==> src/rtl/nic_pkg.sv <==
// nic_pkg: shared ring definitions used by the NIC fabric and the global
// memory gateway: packet layout, packet type codes, node ids, the gateway
// bus FSM states and small packet helpers.
package nic_pkg;

  localparam logic TRUE  = 1'b1;
  localparam logic FALSE = 1'b0;

  // Packet type codes
  localparam logic [3:0] PT_NULL  = 4'd0;
  localparam logic [3:0] PT_READ  = 4'd1;
  localparam logic [3:0] PT_WRITE = 4'd2;
  localparam logic [3:0] PT_AREAD = 4'd3;
  localparam logic [3:0] PT_ACK   = 4'd4;
  localparam logic [3:0] PT_AACK  = 4'd5;
  localparam logic [3:0] PT_ERR   = 4'd6;
  localparam logic [3:0] PT_VPA   = 4'd7;
  localparam logic [3:0] PT_IRQ   = 4'd8;

  // Node used by every NIC for global DRAM/ROM/IO, and the broadcast id
  localparam logic [5:0] NIC_GBL_ID   = 6'd62;
  localparam logic [5:0] NIC_BCAST_ID = 6'd63;

  typedef struct packed {
    logic [5:0]  sid;
    logic [5:0]  did;
    logic [3:0]  age;
    logic        ack;
    logic [3:0]  typ;
    logic [7:0]  asid;
    logic        mmus;
    logic        ios;
    logic        iops;
    logic [3:0]  sel;
    logic [31:0] adr;
    logic [31:0] dat;
  } packet_t;

  typedef enum logic [0:0] {
    ST_IDLE = 1'b0,
    ST_BUS  = 1'b1
  } gw_state_t;

  // Packet types that the gateway services
  function automatic logic is_req(input logic [3:0] typ);
    return (typ == PT_READ) || (typ == PT_AREAD) || (typ == PT_WRITE);
  endfunction

  // A ring slot carries nothing when both node ids are zero
  function automatic logic slot_empty(input packet_t p);
    return (p.sid | p.did) == 6'd0;
  endfunction

endpackage

==> src/rtl/nic_pkt_fifo.sv <==
// nic_pkt_fifo: request queue of packets for the memory gateway.
// Ports: i_clk/i_rst_n clock and async active-low reset; i_push/i_data write
// side; i_pop read side with o_data showing the head entry; o_full, o_empty
// and o_count report occupancy. The owner never pushes when full nor pops
// when empty; push and pop together keep the occupancy constant.
module nic_pkt_fifo
  import nic_pkg::*;
#(
  parameter int DEPTH = 4
) (
  input  logic                       i_clk,
  input  logic                       i_rst_n,
  input  logic                       i_push,
  input  logic                       i_pop,
  input  packet_t                    i_data,
  output packet_t                    o_data,
  output logic                       o_full,
  output logic                       o_empty,
  output logic [$clog2(DEPTH+1)-1:0] o_count
);

  localparam int PW = $clog2(DEPTH);
  localparam int CW = $clog2(DEPTH+1);

  packet_t         r_mem [DEPTH];
  logic [PW-1:0]   r_wr_ptr;
  logic [PW-1:0]   r_rd_ptr;
  logic [CW-1:0]   r_count;

  // Storage array, written at the tail
  always_ff @(posedge i_clk) begin
    if (i_push) begin
      r_mem[r_wr_ptr] <= i_data;
    end
  end

  // Pointers and occupancy; DEPTH is a power of two so pointers wrap naturally
  always_ff @(posedge i_clk or negedge i_rst_n) begin
    if (!i_rst_n) begin
      r_wr_ptr <= '0;
      r_rd_ptr <= '0;
      r_count  <= '0;
    end else begin
      if (i_push) r_wr_ptr <= r_wr_ptr + PW'(1);
      if (i_pop)  r_rd_ptr <= r_rd_ptr + PW'(1);
      case ({i_push, i_pop})
        2'b10:   r_count <= r_count + CW'(1);
        2'b01:   r_count <= r_count - CW'(1);
        default: r_count <= r_count;
      endcase
    end
  end

  assign o_data  = r_mem[r_rd_ptr];
  assign o_full  = (r_count == CW'(DEPTH));
  assign o_empty = (r_count == CW'(0));
  assign o_count = r_count;

endmodule

==> src/rtl/nic_mem_gateway.sv <==
// nic_mem_gateway: ring responder for the global memory/IO region.
// Ports: clk_i/rst_ni clock and async active-low reset; packet_i/packet_o the
// request ring (one-cycle pass-through, requests to NODE_ID removed);
// rpacket_i/rpacket_o the response ring (responses injected into empty
// slots); m_* a single-master memory bus; busy_o high while a bus cycle runs
// or a response waits; q_count_o the request queue occupancy.
module nic_mem_gateway
  import nic_pkg::*;
#(
  parameter logic [5:0] NODE_ID = NIC_GBL_ID,
  parameter int         QDEPTH  = 4,
  parameter int         TIMEOUT = 255
) (
  input  logic                        clk_i,
  input  logic                        rst_ni,
  input  packet_t                     packet_i,
  output packet_t                     packet_o,
  input  packet_t                     rpacket_i,
  output packet_t                     rpacket_o,
  output logic                        m_cyc_o,
  output logic                        m_stb_o,
  output logic                        m_we_o,
  output logic [3:0]                  m_sel_o,
  output logic [7:0]                  m_asid_o,
  output logic [31:0]                 m_adr_o,
  output logic [31:0]                 m_dat_o,
  output logic                        m_mmus_o,
  output logic                        m_ios_o,
  output logic                        m_iops_o,
  input  logic                        m_ack_i,
  input  logic                        m_err_i,
  input  logic                        m_vpa_i,
  input  logic [31:0]                 m_dat_i,
  output logic                        busy_o,
  output logic [$clog2(QDEPTH+1)-1:0] q_count_o
);

  localparam int TW = $clog2(TIMEOUT+1);

  gw_state_t     r_state;
  gw_state_t     w_state_nxt;
  packet_t       r_req;
  packet_t       r_rsp;
  logic          r_rsp_vld;
  logic [TW-1:0] r_tmo;

  packet_t       w_head;
  packet_t       w_rsp;
  logic          w_full;
  logic          w_empty;
  logic          w_hit;
  logic          w_req;
  logic          w_push;
  logic          w_drop;
  logic          w_pop;
  logic          w_term;
  logic          w_load;

  nic_pkt_fifo #(.DEPTH(QDEPTH)) u_fifo (
    .i_clk   (clk_i),
    .i_rst_n (rst_ni),
    .i_push  (w_push),
    .i_pop   (w_pop),
    .i_data  (packet_i),
    .o_data  (w_head),
    .o_full  (w_full),
    .o_empty (w_empty),
    .o_count (q_count_o)
  );

  // Capture decision; a full queue lets requests recirculate instead of dropping them
  always_comb begin
    w_hit  = (packet_i.did == NODE_ID) && (packet_i.did != NIC_BCAST_ID);
    w_req  = is_req(packet_i.typ);
    w_push = w_hit && w_req && !w_full;
    w_drop = w_hit && !w_req;
  end

  // FSM state register
  always_ff @(posedge clk_i or negedge rst_ni) begin
    if (!rst_ni) r_state <= ST_IDLE;
    else         r_state <= w_state_nxt;
  end

  // FSM next state
  always_comb begin
    w_state_nxt = r_state;
    case (r_state)
      ST_IDLE: if (w_pop)  w_state_nxt = ST_BUS;  else w_state_nxt = ST_IDLE;
      ST_BUS:  if (w_term) w_state_nxt = ST_IDLE; else w_state_nxt = ST_BUS;
      default: w_state_nxt = ST_IDLE;
    endcase
  end

  // FSM outputs: pop/terminate strobes and the response built from the request
  always_comb begin
    w_pop  = FALSE;
    w_term = FALSE;
    w_load = FALSE;
    // Start from the request so asid/space qualifiers/address carry over
    w_rsp      = r_req;
    w_rsp.sid  = NODE_ID;
    w_rsp.did  = r_req.sid;
    w_rsp.age  = 4'd0;
    w_rsp.ack  = TRUE;
    w_rsp.sel  = 4'h0;
    w_rsp.dat  = 32'h0;
    if (m_ack_i) begin
      w_rsp.typ = (r_req.typ == PT_AREAD) ? PT_AACK : PT_ACK;
      w_rsp.dat = m_dat_i;
    end else if (m_err_i) begin
      w_rsp.typ = PT_ERR;
    end else if (m_vpa_i) begin
      w_rsp.typ = PT_VPA;
    end else begin
      w_rsp.typ = PT_ERR;
    end
    case (r_state)
      ST_IDLE: begin
        // Holding a response blocks new work so load and inject never collide
        w_pop = !w_empty && !r_rsp_vld;
      end
      ST_BUS: begin
        w_term = m_ack_i || m_err_i || m_vpa_i || (r_tmo == TW'(TIMEOUT));
        w_load = w_term && (r_req.typ != PT_WRITE);
      end
      default: begin
        w_pop = FALSE;
      end
    endcase
  end

  // Bus master registers and timeout counter
  always_ff @(posedge clk_i or negedge rst_ni) begin
    if (!rst_ni) begin
      m_cyc_o  <= 1'b0;
      m_stb_o  <= 1'b0;
      m_we_o   <= 1'b0;
      m_sel_o  <= 4'h0;
      m_asid_o <= 8'h0;
      m_adr_o  <= 32'h0;
      m_dat_o  <= 32'h0;
      m_mmus_o <= 1'b0;
      m_ios_o  <= 1'b0;
      m_iops_o <= 1'b0;
      r_req    <= '0;
      r_tmo    <= '0;
    end else if (w_pop) begin
      m_cyc_o  <= 1'b1;
      m_stb_o  <= 1'b1;
      m_we_o   <= (w_head.typ == PT_WRITE);
      m_sel_o  <= (w_head.typ == PT_WRITE) ? w_head.sel : 4'hF;
      m_dat_o  <= (w_head.typ == PT_WRITE) ? w_head.dat : 32'h0;
      m_asid_o <= w_head.asid;
      m_adr_o  <= w_head.adr;
      m_mmus_o <= w_head.mmus;
      m_ios_o  <= w_head.ios;
      m_iops_o <= w_head.iops;
      r_req    <= w_head;
      r_tmo    <= '0;
    end else if (w_term) begin
      m_cyc_o  <= 1'b0;
      m_stb_o  <= 1'b0;
      m_we_o   <= 1'b0;
      m_sel_o  <= 4'h0;
    end else if (r_state == ST_BUS) begin
      r_tmo    <= r_tmo + TW'(1);
    end
  end

  // Request ring pass-through; captured and foreign-typed packets leave an empty slot
  always_ff @(posedge clk_i or negedge rst_ni) begin
    if (!rst_ni)                packet_o <= '0;
    else if (w_push || w_drop)  packet_o <= '0;
    else                        packet_o <= packet_i;
  end

  // Response holding register and injection into the first empty response slot
  always_ff @(posedge clk_i or negedge rst_ni) begin
    if (!rst_ni) begin
      r_rsp     <= '0;
      r_rsp_vld <= FALSE;
      rpacket_o <= '0;
    end else if (w_load) begin
      r_rsp     <= w_rsp;
      r_rsp_vld <= TRUE;
      rpacket_o <= rpacket_i;
    end else if (r_rsp_vld && slot_empty(rpacket_i)) begin
      r_rsp_vld <= FALSE;
      rpacket_o <= r_rsp;
    end else begin
      rpacket_o <= rpacket_i;
    end
  end

  assign busy_o = (r_state != ST_IDLE) || r_rsp_vld;

endmodule
==> config.mk <==
export PLATFORM = sky130hd
export DESIGN_NAME = nic_mem_gateway
export DESIGN_NICKNAME = d
export VERILOG_FILES = /design/src/rtl/nic_pkg.sv /design/src/rtl/nic_pkt_fifo.sv /design/src/rtl/nic_mem_gateway.sv
export SDC_FILE = /design/constraint.sdc
export NUM_CORES = 1
export LEC_CHECK = 0
export BUFFER_PORTS_ARGS = -buffer_cell sky130_fd_sc_hd__buf_2
export CAP_MARGIN = 20
export CORE_MARGIN = 3
export CORE_UTILIZATION = 55
export DETAILED_ROUTE_END_ITERATION = 10
export HOLD_SLACK_MARGIN = 0.1
export MAX_ROUTING_LAYER = met4
export PLACE_DENSITY_LB_ADDON = 0.15
export SLEW_MARGIN = 20
export SYNTH_ARGS = -nofsm -noshare
export SYNTH_HDL_FRONTEND = slang
export SYNTH_SLANG_ARGS = --single-unit
==> constraint.sdc <==
create_clock -name clk_i -period 4.14 [get_ports clk_i]
set_clock_uncertainty 0.2 [all_clocks]
set_input_delay 0.207 -clock clk_i [delete_from_list [all_inputs] [get_ports clk_i]]
set_output_delay 0.207 -clock clk_i [all_outputs]
set_load 0.005 [all_outputs]
==> impl_results.md, run 1 <==
* Outcome: finished clean
* MaxCap Viol Count at 0
* CP required at 4470 ps
* Primary FF master, synth: dfrtp_1
* Clk buf depth at 3
* Max-slew violation count at 0
* Syn Inst Count at 1608
* Grt ovf at 0
* Placed cell count at 2693
* Initial antenna violation count at 7
* Worst EP arrival at 3210 ps
* Vias in the first global route at 18150
* Skew-Pair Late Insertion Delay at 600 ps
* Clock sink total at 748
* Register bit count reported by yosys at 748
* Core ar. at just under 50000 um2
* Post-Route WL at between 70000 and 80000 um
* Multi-input gate area in the final layout at 6340 um2
* # fillers at 3011
* Mapped Avg Cell Area at 17.1 um2
* Slew headroom at 36.5%
* Crit path capture type: register
* DR pass1 iterations at 5
* Yosys top cell by area: edfxtp_1
* Design Area, Final at 35800 um2
* P_leak at 15.1 nW
* Crit path max fanout at 33
* Clock Pin Slew Worst Setup and Hold Paths at 60 ps
* GP Congestion at ~0.87
* Drt wl/cell at 22.5 um
* Period utilization at 69.6%
* Std cell rows at 81
* Syn. warnings at 0
* Post_cts resized at 0
* Crit. Startpoint: u_fifo.r_rd_ptr[1]$_DFFE_PN0P_
* GRT Overall Usage at 27.9%
* DR DRC count at 0
* CTS root buffer: clkbuf_16
* Top cells by area, synth: edfxtp_1 (39%), dfrtp_1 (36%), mux4_2 (7.3%)
* Initial DRC Count at 1209
* # port buffers at roughly 520
* Die area at 52800 um2
* Die H at 230 um
* Total negative slack at 0 ps
* FF-to-FF Start: u_fifo.r_rd_ptr[1]$_DFFE_PN0P_
* Setup crit start kind: register
* Starting Density at 56.0%
* Post-layout nets at 2621
* Maximum achievable frequency at about 0.35 GHz
* First-pass GRT wire length at 109000 um
* Unrepaired setup endpoints after global routing: no
* Synth top cells by count: dfrtp_1 (392), edfxtp_1 (356), nand2_1 (206)
* Fraction of layout cells with a size suffix above 1 at 36.6%
* Critical path type: register to register
* Setup slack, reg-to-reg at 1260 ps
* Power Dens Cells at about 470 nW/um2
* Post-CTS Setup Repair Bufs at 0
* Dpl cell area at 30600 um2
* Min Clock Period, post-route at between 2000 and 3000 ps
* TritonCTS clock tree: built
* Peak supply drop at about 0.40 mV
* Post-synth ARST share at 52.4%
* Final hold violation count at 0
* Post-Syn Nets at 1852
* Worst r2r path cells at 4
* Placed wire-length estimate at 41700 um
* Post-synth top area share at 38.8%
* Post-route ant nets at 0
* Layout overhead on the synthesized area at 30.0%
* Count of cell types in the netlist at 47
* FF-to-FF End: m_dat_o[25]$_DFFE_PN0P_
* CTS Buf Count at 75
* Final Power at 16.7 mW
* Largest net degree at the start of global routing at 121
* Via density at ~5.5
* Slew @ Worst Pin at approximately 950 ps
* Hold buffer count at CTS at 271
* Post-route core utilization at 72.8%
* IO Pins at 523
* Final non-filler cell total at 3108
* Seq/Total Area, Yosys at 74.5%
* H-tree lvl count at 3
* Vias at 16990
* Post-Syn Area at 27500 um2
* Register area at 20500 um2
* Final setup fails at 0
* Hold WC Path Type: primary input to async pin
* Count leader, synth: dfrtp_1
* Chip Width at between 200 and 250 um
* EDFF count, synth at 356
==> routing by layer <==
metal  wire, um  share of wire (%)  global-route usage, %  up-vias
li1           -                  -                      -     7385
met1      27500                 39                   35.1     8735
met2      35400                 50                   45.5      695
met3       4630                6.6                   6.16      175
met4       2580                3.7                   9.84        0
met5          0                  0                      -        -
==> cells by family (layout without fill, tap and decap cells) <==
kind of cell / after synthesis / in the layout / synth area share, %
adder cells (fa/ha/maj): 7 / 7 / 0.345
flip-flops: 748 / 748 / 74.5
multiplexers: 221 / 221 / 12.7
AO/OA/AOI/OAI: 132 / 132 / 3.41
XOR/XNOR: 7 / 7 / 0.223
other: 0 / 8 / 0
buffers and inverters: 137 / 965 / 2.67
AND/OR/NAND/NOR: 356 / 356 / 6.21
==> flip-flops by register name (all words and copies together), names as in the netlist <==
name / flops
m_dat_o: 32
u_fifo.r_wr_ptr: 2
packet_o: 100
r_tmo: 8
rpacket_o: 100
m_we_o: 1
u_fifo.r_mem: 356
r_rsp: 84
m_sel_o: 4
r_rsp_vld: 1
u_fifo.o_count: 3
r_state: 1
u_fifo.r_rd_ptr: 2
r_req: 53
m_stb_o: 1
==> power breakdown <==
part           leakage (nW)  internal, mW  total, mW  switching (mW)
clock                  1.19          3.95       6.66            2.71
sequential             8.12          8.08       8.27           0.195
combinational          5.78         0.928       1.79           0.861
total                  15.1          13.0       16.7            3.76
==> metrics by stage <==
| step | setup WS (ps) | hold slack [ps] |
|---|---|---|
| finish | 1260 | 108 |
| global route | 1130 | 146 |
| CTS | 1220 | 126 |
| detailed placement | 1240 | 138 |
| global placement | 1290 | 130 |
| floorplan | 370 | -289 |
==> cells in the final DEF, fill, tap and decap left out, types with 5 or more instances in the layout <==
cell type,Yosys,final
nor2b_1,12,11
xnor2_1,5,5
buf_4,41,20
nand3_1,10,10
a22o_1,32,32
mux2_2,130,130
and2_1,101,97
edfxtp_1,356,356
clkinv_1,0,8
diode_2,0,8
buf_12,0,7
inv_1,7,7
dfrtp_1,392,390
clkbuf_16,0,80
nand2_1,206,205
o21ai_0,40,40
buf_2,17,521
clkbuf_1,54,23
bufinv_16,0,5
dlygate4sd3_1,0,271
clkbuf_8,0,6
nor2_1,7,6
mux4_2,89,89
clkinv_2,0,11
a21o_1,12,12
o31ai_1,36,36
ha_1,6,6
==> worst max-delay path by stage <==
stage / to / slack [ps] / depth (start not counted)
finish: m_dat_o[25]$_DFFE_PN0P_ / 1260 / 4
global route: m_dat_o[31]$_DFFE_PN0P_ / 1130 / 4
CTS: m_dat_o[25]$_DFFE_PN0P_ / 1220 / 4
detailed placement: m_dat_o[3]$_DFFE_PN0P_ / 1240 / 4
global placement: m_dat_o[22]$_DFFE_PN0P_ / 1290 / 4
floorplan: u_fifo.r_mem[0][0]$_DFFE_PP_ / 370 / 5
==> critical path, cell delays in order, from the launching register on <==
cell     delay, ps
dfrtp_4        640
mux4_2         370
or4b_4         600
nor2_4         730
a22o_1         250
==> cell type report <==
cell class / count / share of cell area (%)
inverter: 8 / 0.0839
antenna: 8 / 0.0559
sequential: 748 / 57.3
clock inverter: 27 / 0.727
multi-input combinational: 723 / 17.7
clock buffer: 109 / 6.06
timing repair buffer: 821 / 15.7
tap: 664 / 2.32
No activity file was read; power rests on OpenSTA's default activity.
==> run 2, diff against run 1 <==
==> constraint.sdc (replaced) <==
create_clock -name clk_i -period 2.7 [get_ports clk_i]
set_clock_uncertainty 0.2 [all_clocks]
set_input_delay 0.135 -clock clk_i [delete_from_list [all_inputs] [get_ports clk_i]]
set_output_delay 0.135 -clock clk_i [all_outputs]
set_load 0.005 [all_outputs]
==> impl_results.md, run 2 (same netlist as run 1, synthesis figures left out) <==
* Commonest non-fill, non-tap cells in the layout: buf_2 (521), dlygate4sd3_1 (448), dfrtp_1 (390), edfxtp_1 (356), nand2_1 (205)
* Delay-heaviest family, CP: buffers and inverters
* MaxCap Viol Count at 0 (unchanged)
* Vias in the first global route at 19436 (+7.1%)
* Maximum achievable frequency at 0.384 GHz (+11%)
* Final Power at 26.2 mW (+57%)
* Clock Pin Slew Worst Setup and Hold Paths at 60 ps (about the same)
* Worst EP arrival at 2940 ps (-270 ps)
* Critical path type: register to register
* Biggest regs: u_fifo.r_mem x356, packet_o x100, rpacket_o x100
* Fin worst setup slack at 94.9 ps (-1160 ps)
* Crit-path slowest cell: dlygate4sd3_1
* CP cell instances: or4b_4 -> a41oi_1 -> dlygate4sd3_1 -> nand2_1 -> nand2_1 -> dlygate4sd3_1
* Post-route ant nets at 0 (unchanged)
* # port buffers at 522 (unchanged)
* Std cell rows at 81 (unchanged)
* GP Congestion at 0.876 (+0.23%)
* Post-CTS Setup Repair Bufs at 0 (unchanged)
* P_leak at 16.0 nW (+5.7%)
* Crit path depth at 6 (+2)
* Min Hold Slack at 124 ps (+15.9 ps)
* Slew @ Worst Pin at 808 ps (-145 ps)
* GRT Overall Usage at 29.9% (+2.0 points)
* Worst r2r path cells at 6 (+2)
* Outcome: finished clean
* Unrepaired setup endpoints after global routing: no
* Dpl ws at 285 ps (-951 ps)
* Crit. Startpoint: r_state$_DFF_PN0_
* Via density at 5.44 (-0.49%)
* Critical path's largest stage delay at 600 ps (-130 ps)
* Setup slack, reg-to-reg at 90 ps (-1160 ps)
* Core ar. at 49200 um2 (unchanged)
* Slew headroom at 46.1% (+9.6 points)
* Die area at 52800 um2 (unchanged)
* Crit path max fanout at 4 (-88%)
* Grt ovf at 0 (unchanged)
* Final setup fails at 0 (unchanged)
* # fillers at 2662 (-12%)
* Die H at 230 um (unchanged)
* Min Clock Period, post-route at 2610 ps (-277 ps)
* Drt wl/cell at 23.1 um (+2.5%)
* DR pass1 iterations at 6 (+1)
* Largest net degree at the start of global routing at 88 (-27%)
* Largest register by flop count: u_fifo.r_mem
* FF-to-FF Start: r_state$_DFF_PN0_
* Post-layout nets at 2805 (+7.0%)
* Layout overhead on the synthesized area at 37.5%
* H-tree lvl count at 3 (unchanged)
* CTS root buffer: clkbuf_16
* Period utilization at 96.5% (+27 points)
* Total negative slack at 0 ps (unchanged)
* Initial antenna violation count at 8 (+1)
* Chip Width at 230 um (unchanged)
* Hold WC Path Type: primary input to register
* Commonest non-fill, non-tap cell in the layout: buf_2
* Largest register FFs at 356 (unchanged)
* Placed wire-length estimate at 40800 um (-2.1%)
* Starting Density at 56.0% (unchanged)
* Vias at 17914 (+5.4%)
* Post_cts resized at 0 (unchanged)
* Post-Route WL at 76000 um (+8.6%)
* FF-to-FF End: r_tmo[1]$_DFFE_PN0P_
* Worst path bufs/invs at 2 (+2)
* Clock sink total at 748 (unchanged)
* Fraction of layout cells with a size suffix above 1 at 34.4% (-2.2 points)
* Peak supply drop at 0.734 mV (+83%)
* First-pass GRT wire length at 116000 um (+6.6%)
* Crit path capture type: register
* CTS Buf Count at 74 (-1.3%)
* CP required at 3030 ps (-1440 ps)
* IO Pins at 523 (unchanged)
* Max-slew violation count at 0 (unchanged)
* Setup crit end: r_tmo[1]$_DFFE_PN0P_
* TritonCTS clock tree: built
* Skew-Pair Late Insertion Delay at 600 ps (about the same)
* Clk buf depth at 3 (unchanged)
* Initial DRC Count at 1282 (+6.0%)
* Power Dens Cells at 693 nW/um2 (+48%)
* Setup crit start kind: register
* Final hold violation count at 0 (unchanged)
* DR DRC count at 0 (unchanged)
run 2: what timing repair did:
item / CTS / global route
hold buffers: 448 / 0
endpoints found under the hold margin: 994 / 0
endpoints found under the setup margin: 0 / 0
run 2: worst min-delay path, cell delays in order:
cell	delay [ps]
dlygate4sd3_1	520
buf_2	100
mux2_2	130
run 2: worst min-delay path by stage:
stage,from,to,cells past startpoint
after floorplan,rst_ni,m_dat_o[0]$_DFFE_PN0P_,0
after global placement,rst_ni,rpacket_o[42]$_DFF_PN0_,1
after detailed placement,rst_ni,rpacket_o[42]$_DFF_PN0_,1
after CTS,packet_i[24],u_fifo.r_mem[2][24]$_DFFE_PP_,2
after global routing,rpacket_i[73],rpacket_o[73]$_DFF_PN0_,3
final,rpacket_i[51],rpacket_o[51]$_DFF_PN0_,3
run 2: where the power goes:
part | internal (mW) | leakage (nW) | switching, mW | total, mW
Clock | 6.34 | 1.23 | 4.23 | 10.6
Sequential | 12.4 | 8.12 | 0.310 | 12.7
Combinational | 1.61 | 6.61 | 1.37 | 2.98
Total | 20.3 | 16.0 | 5.91 | 26.2
run 2: area by class of cell:
type | instances | area [um2] | area share [%]
inverter | 8 | 30.0 | 0.0793
tap | 664 | 831 | 2.19
timing repair buffer | 1006 | 7610 | 20.1
clock buffer | 117 | 2270 | 6.00
clock inverter | 17 | 234 | 0.618
sequential | 748 | 20500 | 54.2
multi-input combinational | 723 | 6340 | 16.7
antenna | 10 | 25.0 | 0.0661
run 2: through the flow:
stage | instance area (um2) | instances | utilization, %
after floorplan | 27500 | 1608 | -
after CTS | 37800 | 3283 | 77.0
after detailed placement | 30800 | 2701 | 62.7
after global placement | 30800 | 2701 | 62.7
final | 37900 | 3293 | 77.0
after global routing | 37800 | 3291 | 77.0
run 2: metal layers:
metal | routed length [um] | GRT usage [%]
met5 | 0 | -
met1 | 28900 | 36.5
met2 | 38300 | 48.1
met3 | 5420 | 6.94
met4 | 3430 | 13.9
